**config.mk**
```make
export PLATFORM = sky130hd
export DESIGN_NAME = mux_scan_ctrl
export DESIGN_NICKNAME = d
export VERILOG_FILES = /design/src/rtl/mux_scan_ctrl.sv
export SDC_FILE = /design/constraint.sdc
export NUM_CORES = 1
export LEC_CHECK = 0
export CORE_UTILIZATION = 47
export CTS_CLUSTER_DIAMETER = 30
export DETAILED_ROUTE_END_ITERATION = 7
export PLACE_DENSITY = 0.76
export SYNTH_ARGS = -nofsm -noshare
export SYNTH_HDL_FRONTEND = slang
export SYNTH_SLANG_ARGS = --single-unit
```
**constraint.sdc**
```tcl
create_clock -name CLK -period 1.9 [get_ports CLK]
set_clock_uncertainty 0.15 [all_clocks]
set_input_delay 0.285 -clock CLK [delete_from_list [all_inputs] [get_ports CLK]]
set_output_delay 0.285 -clock CLK [all_outputs]
set_load 0.01 [all_outputs]
```
**src/rtl/mux_scan_ctrl.sv**
```systemverilog
// Scan sequencer for a 4:1 inverting mux: steps the selects through channels 0..3,
// samples notY after a settle time and presents the assembled word with VALID/READY.
module mux_scan_ctrl #(
  parameter int unsigned SETTLE = 2,
  parameter bit          CONT   = 1'b0
) (
  input  logic       CLK,
  input  logic       notRST,
  input  logic       START,
  input  logic       notY,
  input  logic       READY,
  output logic       A0,
  output logic       A1,
  output logic [3:0] Q,
  output logic       VALID,
  output logic       BUSY
);

  localparam logic [1:0] IDLE = 2'd0;
  localparam logic [1:0] SCAN = 2'd1;
  localparam logic [1:0] HOLD = 2'd2;

  localparam logic [3:0] SettleLoad = 4'(SETTLE);

  logic [1:0] state, stateNext;
  logic [1:0] ch, chNext, chInc;
  logic [3:0] settleCnt, settleNext;
  logic [3:0] shadow, shadowNext;
  logic [3:0] qNext;
  logic       validNext, busyNext, a0Next, a1Next;

  assign chInc = ch + 2'd1;

  always_comb begin
    stateNext  = state;
    chNext     = ch;
    settleNext = settleCnt;
    shadowNext = shadow;
    qNext      = Q;
    validNext  = VALID;
    busyNext   = BUSY;
    a0Next     = A0;
    a1Next     = A1;

    unique case (state)
      IDLE: begin
        busyNext = 1'b0;
        a0Next   = 1'b0;
        a1Next   = 1'b0;
        if (START) begin
          stateNext  = SCAN;
          chNext     = 2'd0;
          settleNext = SettleLoad;
          busyNext   = 1'b1;
        end
      end

      SCAN: begin
        if (settleCnt != 4'd0) begin
          settleNext = settleCnt - 4'd1;
        end else begin
          shadowNext[ch] = ~notY;
          if (ch != 2'd3) begin
            chNext     = chInc;
            settleNext = SettleLoad;
            // Channel index bit 0 drives A1, bit 1 drives A0 (mux wiring).
            a1Next     = chInc[0];
            a0Next     = chInc[1];
          end else begin
            qNext     = shadowNext;
            validNext = 1'b1;
            stateNext = HOLD;
            chNext    = 2'd0;
            a0Next    = 1'b0;
            a1Next    = 1'b0;
          end
        end
      end

      HOLD: begin
        if (VALID && READY) begin
          validNext = 1'b0;
          if (CONT || START) begin
            stateNext  = SCAN;
            chNext     = 2'd0;
            settleNext = SettleLoad;
          end else begin
            stateNext = IDLE;
            busyNext  = 1'b0;
          end
        end
      end

      default: begin
        stateNext = IDLE;
        chNext    = 2'd0;
        validNext = 1'b0;
        busyNext  = 1'b0;
        a0Next    = 1'b0;
        a1Next    = 1'b0;
      end
    endcase
  end

  always_ff @(posedge CLK or negedge notRST) begin
    if (!notRST) begin
      state     <= IDLE;
      ch        <= 2'd0;
      settleCnt <= 4'd0;
      shadow    <= 4'd0;
      Q         <= 4'd0;
      VALID     <= 1'b0;
      BUSY      <= 1'b0;
      A0        <= 1'b0;
      A1        <= 1'b0;
    end else begin
      state     <= stateNext;
      ch        <= chNext;
      settleCnt <= settleNext;
      shadow    <= shadowNext;
      Q         <= qNext;
      VALID     <= validNext;
      BUSY      <= busyNext;
      A0        <= a0Next;
      A1        <= a1Next;
    end
  end

endmodule

```
==> results of run 1 <==
## metal layers
layer / vias to the layer above / global-route usage / wire, µm
met5: - / 0 / 0
met4: 0 / 0.0667 / 11
met3: 2 / 0.0444 / 62
met2: 14 / 0.261 / 898
met1: 362 / 0.256 / 973
li1: 370 / - / -
## cells by family (layout without fill, tap and decap cells)
group,after synthesis,count (layout),share of synthesized area
simple gates,28,28,0.146
compound gates,22,22,0.139
flops,19,19,0.474
buf+inv,10,29,0.0474
mux,9,9,0.110
fa+ha+maj,6,6,0.0749
xor+xnor,1,1,0.00874
## per-stage QoR
| step | util | total power (µW) | std cells | area, µm² | hold slack, ps |
|---|---|---|---|---|---|
| after floorplan | - | 1320 | 95 | 1000 | -161 |
| after global placement | 0.590 | 1630 | 135 | 1170 | 314 |
| after detailed placement | 0.590 | 1670 | 135 | 1170 | 323 |
| after CTS | 0.605 | 1880 | 139 | 1200 | 170 |
| after global routing | 0.624 | 2120 | 141 | 1240 | 191 |
| final | 0.624 | 1960 | 141 | 1240 | 161 |
## report_power, final
group / total, µW / internal, µW / switching (µW) / leakage (µW)
clock network: 207 / 78.4 / 129 / 0.0000177
logic: 1000 / 551 / 452 / 0.000331
registers: 750 / 590 / 160 / 0.000221
## how the worst min path moves through the flow
stage	start	endpoint	slack, ps	cells after the start
3_3_place_gp	Q[0]	Q[0]	310	2
3_5_place_dp	Q[0]	Q[0]	320	2
5_1_grt	notRST	settleCnt[2]	190	2
4_1_cts	notRST	settleCnt[2]	170	2
6_report	notRST	ch[0]	160	2
2_1_floorplan	notRST	A0	-160	0
## what timing repair did
item | in CTS | in global routing
hold endpoints to repair | 0 | 0
resized for setup | 1 | 6
buffers inserted | 0 | 2
endpoints found under the setup margin | 4 | 6
pin swaps | 0 | 2
## registers in the layout (all words and copies together), names as in the netlist
signal,cells
A0,1
A1,1
BUSY,1
Q,4
VALID,1
ch,2
settleCnt,4
shadow,3
state,2
## final cells by class
type                    instances  area, µm²
clock buffers                   3       22.5
fillers                       155        746
multi-input cells              66        504
well taps                      27       33.8
clock inverters                 1       5.00
flip-flops and latches         19        475
repair buffers                 19        173
inverters                       6       22.5
## layout by cell type (no fill, tap or decap), drive strengths merged
cell type / netlist / final
a31oi: 1 / 1
o21ai: 10 / 10
mux2i: 5 / 5
nor3: 2 / 2
clkinv: 0 / 1
o2bb2ai: 2 / 2
mux2: 4 / 4
inv: 6 / 6
clkdlybuf4s50: 0 / 12
o22ai: 2 / 2
dfrtp: 19 / 19
a22o: 2 / 2
ha: 6 / 6
nand3: 2 / 2
buf: 3 / 7
o32ai: 1 / 1
nor3b: 1 / 1
or3b: 1 / 1
clkbuf: 1 / 3
a21oi: 3 / 3
nand2b: 2 / 2
nor2b: 1 / 1
nor2: 4 / 4
nand2: 14 / 14
nand3b: 1 / 1
xnor2: 1 / 1
a21boi: 1 / 1
## critical path, delay by kind of cell (launching register included)
family / cells / cell delay, ps
AOI/OAI and AO/OA: 1 / 80
adders and majority gates: 1 / 130
buffers and inverters: 1 / 90
DFF: 1 / 410
muxes: 1 / 310
and+or+nand+nor: 2 / 590
## Yosys cell counts, types with 2 or more instances
cell type,number
nand3_1,2
nor2_1,3
o21ai_0,10
o22ai_1,2
o2bb2ai_1,2
nor3_1,2
mux2_4,4
buf_2,2
nand2b_1,2
mux2i_1,5
a21oi_1,2
inv_1,6
ha_1,6
nand2_1,14
dfrtp_1,19
a22o_1,2
==> flow_summary.ini, run 1 <==
[outcome]
status = complete, no violations

[worst_setup_path]
worstReg2RegEnd = settleCnt[1]
crit_start = settleCnt[0]
critical_path_class = reg2reg
reg2reg_depth = 6
crit_chain = inv_2 -> ha_4 -> or3b_4 -> nor2_8 -> a21oi_4 -> mux2_4
crit_required_ps = 1940
critical_path.slowest_cell = or3b_4
cp.arrival_ps = 1890
r2r_slack_ps = 50
endpoint = settleCnt[1]
cp_slowest_stage_delay_ps = 420
path_max_fanout = 5
r2r_start = settleCnt[0]
critPathLaunchType = register
end_kind = register

[sta]
finalCritPeriodShare = 0.973
hold_violations = 0
finalSetupTns_ps = 0
slew_viol_final = 0
setup_viol = 0
fmax_ghz = 0.541
maxSlewHeadroom = 0.700
setup_ws_ps = 51.4
tightest_slew_ps = 450
min_period_ps = 1850

[detailed_routing]
drt_iter0_drc = 12
drc_errors = 0
avgRoutedWirePerCell_um = 13.8
dr.pass1.iters = 4
wl_um = 1950
antenna_left = 0
avgViaCountPerCell = 5.30
vias = 748

[die]
ios = 13
start_util = 0.506
fp.coreArea_um2 = 1980
std_cell_rows = 16
die_h_um = 48.2
dieArea_um2 = 2320
fp.dieW_um = 48.2

[synth]
synthFlopType = dfrtp_1
yosys-top-cells-area = dfrtp_1 (47%), ha_1 (7.5%), mux2_4 (6.0%)
synth_edf_count = 0
syn-num-nets = 106
netlist_area_um2 = 1000
ys_seq_area_frac = 0.474
synth_seq_cells = 19
synth_cell_type_count = 28
yosys_warnings = 0
synthesis.instances = 95
synthArstFlopShare = 1.00
synth_area_per_cell_um2 = 10.5
synth_largest_area_cell = dfrtp_1
synth_top_area_share = 0.474

[place]
portBuffers = 12
dp.final_hpwl_um = 1340
pre_cts_ws_ps = -1.31
routabilityCongestion = 0.739

[clock_network]
hold_buffers = 0
cts_num_sinks = 19
clk_latency_ps = 300
clock-root-buffer = clkbuf_4
cts_buffers = 3
cts_tree = built
clock_path_buffers = 2
h-tree-depth = 1
clkTransAtPathRegs_ps = 110

[global_route]
grtUsageTotal = 0.179
grt_max_degree = 20
antenna_found_initial = 0
gr-total-overflow = 0
grt_pass1_vias = 618
grt_pass1_wl_um = 2780

[flow_run]
drv_cap = 0

[layout]
final_nets = 126
diodes = 0
drive_gt1_frac = 0.193
area_delta_synth_final_pct = 23.3

[hold_path]
hold_path_class = in2async

[power_and_ir_drop]
p_leak_uw = 0.000570
power_density_nw_per_um2 = 1590
vdd_ir_drop_max_v = 0.000703
Note: power is estimated with default switching activity, not from simulation.
==> run 2, diff against run 1 <==
--- a/config.mk
+++ b/config.mk
@@ -5,6 +5,7 @@
 export SDC_FILE = /design/constraint.sdc
 export NUM_CORES = 1
 export LEC_CHECK = 0
+export ABC_AREA = 1
 export CORE_UTILIZATION = 47
 export CTS_CLUSTER_DIAMETER = 30
 export DETAILED_ROUTE_END_ITERATION = 7
==> run 2 against run 1 <==
  * Cell count is 17% higher
  * Via count up 5.2%
  * Sequential share of layout area grew 1.4 points
  * Critical path depth down 5
  * Utilization fell by 2.2 points
  * Fmax grew 12%
  * Global-route usage about the same
==> flow_summary.ini, run 2 <==
[outcome]
status = complete, no violations

[synth]
synth_common_cells = nand2_1 (44), dfrtp_1 (19), inv_1 (17)
synth_seq_cells = 19
synth_area_per_cell_um2 = 8.29
synthesis.instances = 121
yosys_warnings = 0
synth_cell_type_count = 19
syn-num-nets = 132
ys_seq_area_frac = 0.474
synth_largest_area_cell = dfrtp_1
synthFlopType = dfrtp_1
yosys-top-cells-area = dfrtp_1 (47%), nand2_1 (16%), ha_1 (7.5%)
synth_top_area_share = 0.474
netlist_area_um2 = 1000
synthArstFlopShare = 1.00
synth_edf_count = 0
synth_most_common_cell = nand2_1

[global_route]
grt_pass1_wl_um = 2810
grt_max_degree = 20
grt_pass1_vias = 704
grtUsageTotal = 0.179
antenna_found_initial = 0
gr-total-overflow = 0

[clock_network]
post_cts.repair.setup_buffers = 0
hold_buffers = 0
h-tree-depth = 1
clock-root-buffer = clkbuf_4
cts_resized = 0
clock_path_buffers = 2
clk_latency_ps = 290
cts_num_sinks = 19
cts_buffers = 3
cts_tree = built
clkTransAtPathRegs_ps = 110

[sta]
fmax_ghz = 0.606
finalCritPeriodShare = 0.869
maxSlewHeadroom = 0.845
grt_setup_unrepaired = no
tightest_slew_ps = 231
slew_viol_final = 0
min_period_ps = 1650
setup_viol = 0
hold_violations = 0
finalSetupTns_ps = 0

[worst_setup_path]
end_kind = output pin
r2r_slack_ps = 300
crit_family = buffers and inverters
cp.arrival_ps = 1220
critical_path_class = reg2out
critPathLaunchType = register
crit_required_ps = 1460
critical_path.slowest_cell = clkdlybuf4s50_1
cp_slowest_stage_delay_ps = 540
path_max_fanout = 3
worst-path-buf-inv = 1
crit_chain = clkdlybuf4s50_1

[place]
portBuffers = 12
dp.cells = 161
dp.final_hpwl_um = 1340
routabilityCongestion = 0.728

[die]
die_h_um = 48.2
ios = 13
fp.coreArea_um2 = 1980
fp.dieW_um = 48.2
start_util = 0.506
std_cell_rows = 16
dieArea_um2 = 2320

[detailed_routing]
antenna_left = 0
avgRoutedWirePerCell_um = 10.3
dr.pass1.iters = 4
drc_errors = 0
wl_um = 1710
drt_iter0_drc = 6
avgViaCountPerCell = 4.77
vias = 787

[power_and_ir_drop]
p_leak_uw = 0.000636
vdd_ir_drop_max_v = 0.000939
totalPowerFinal_uw = 1760
power_density_nw_per_um2 = 1470

[layout]
fin_util = 0.602
area_delta_synth_final_pct = 18.8
final_nets = 150
layout_common_cells = nand2_1 (44), dfrtp_1 (19), inv_1 (17)
drive_gt1_frac = 0.101
reg_top3 = Q: 4 flops, settleCnt: 4 flops, shadow: 3 flops
diodes = 0
final_cell_count_no_fill = 165
layout_commonest_cell = nand2_1

[flow_run]
drv_cap = 0

[hold_path]
hold_path_class = in2async
[run 2: cell count changes in the layout (fill, tap and decap cells not counted), moves of 4 or more]
cell,before,now
buf_4,7,1
mux2i_1,5,0
nand3_1,2,7
inv_1,4,17
mux2_4,4,0
nand2_1,13,44
[run 2: cell families after synthesis]
group	count (synthesis)	synth area share
XOR/XNOR	1	0.00873
AND/OR/NAND/NOR	64	0.307
AO/OA/AOI/OAI	11	0.0599
buffers and inverters	20	0.0761
flip-flops	19	0.474
adder cells (fa/ha/maj)	6	0.0748
[run 2: layer usage]
layer | track usage | share of wire | vias up | routed length, µm
li1 | - | - | 414 | -
met1 | 0.232 | 0.46 | 356 | 778
met2 | 0.288 | 0.49 | 15 | 831
met3 | 0.0333 | 0.049 | 2 | 84
met4 | 0.0833 | 0.0059 | 0 | 10
met5 | 0 | 0 | - | 0
[run 2: final timing paths]
kind	endpoint	cells past startpoint	from
max reg2reg	settleCnt[0]	8	settleCnt[0]
max	VALID	1	VALID
min in group CLK	A1	2	A1
max in group asynchronous	A0	2	notRST
min	Q[3]	2	notRST
min reg2reg	A1	2	A1
[run 2: cell type report]
class                           count  area (µm²)
Multi-Input combinational cell     82         452
Fill cell                         181         790
Clock inverter                      1        5.00
Timing Repair Buffer               13         128
Sequential cell                    19         475
Tap cell                           27        33.8
Inverter                           20        76.3
Clock buffer                        3        22.5
[run 2: stage by stage]
stage	hold slack, ps	setup WS [ps]	area (µm²)
2_1_floorplan	-161	475	1000
3_3_place_gp	308	326	1160
3_5_place_dp	314	263	1160
4_1_cts	159	229	1190
5_1_grt	203	123	1190
6_report	158	249	1190
[run 2: report_power, final]
group          internal, µW  switching (µW)  leakage (µW)  total, µW
logic                   382             476      0.000391        858
registers               585             110      0.000227        696
clock network          78.4             123     0.0000177        202
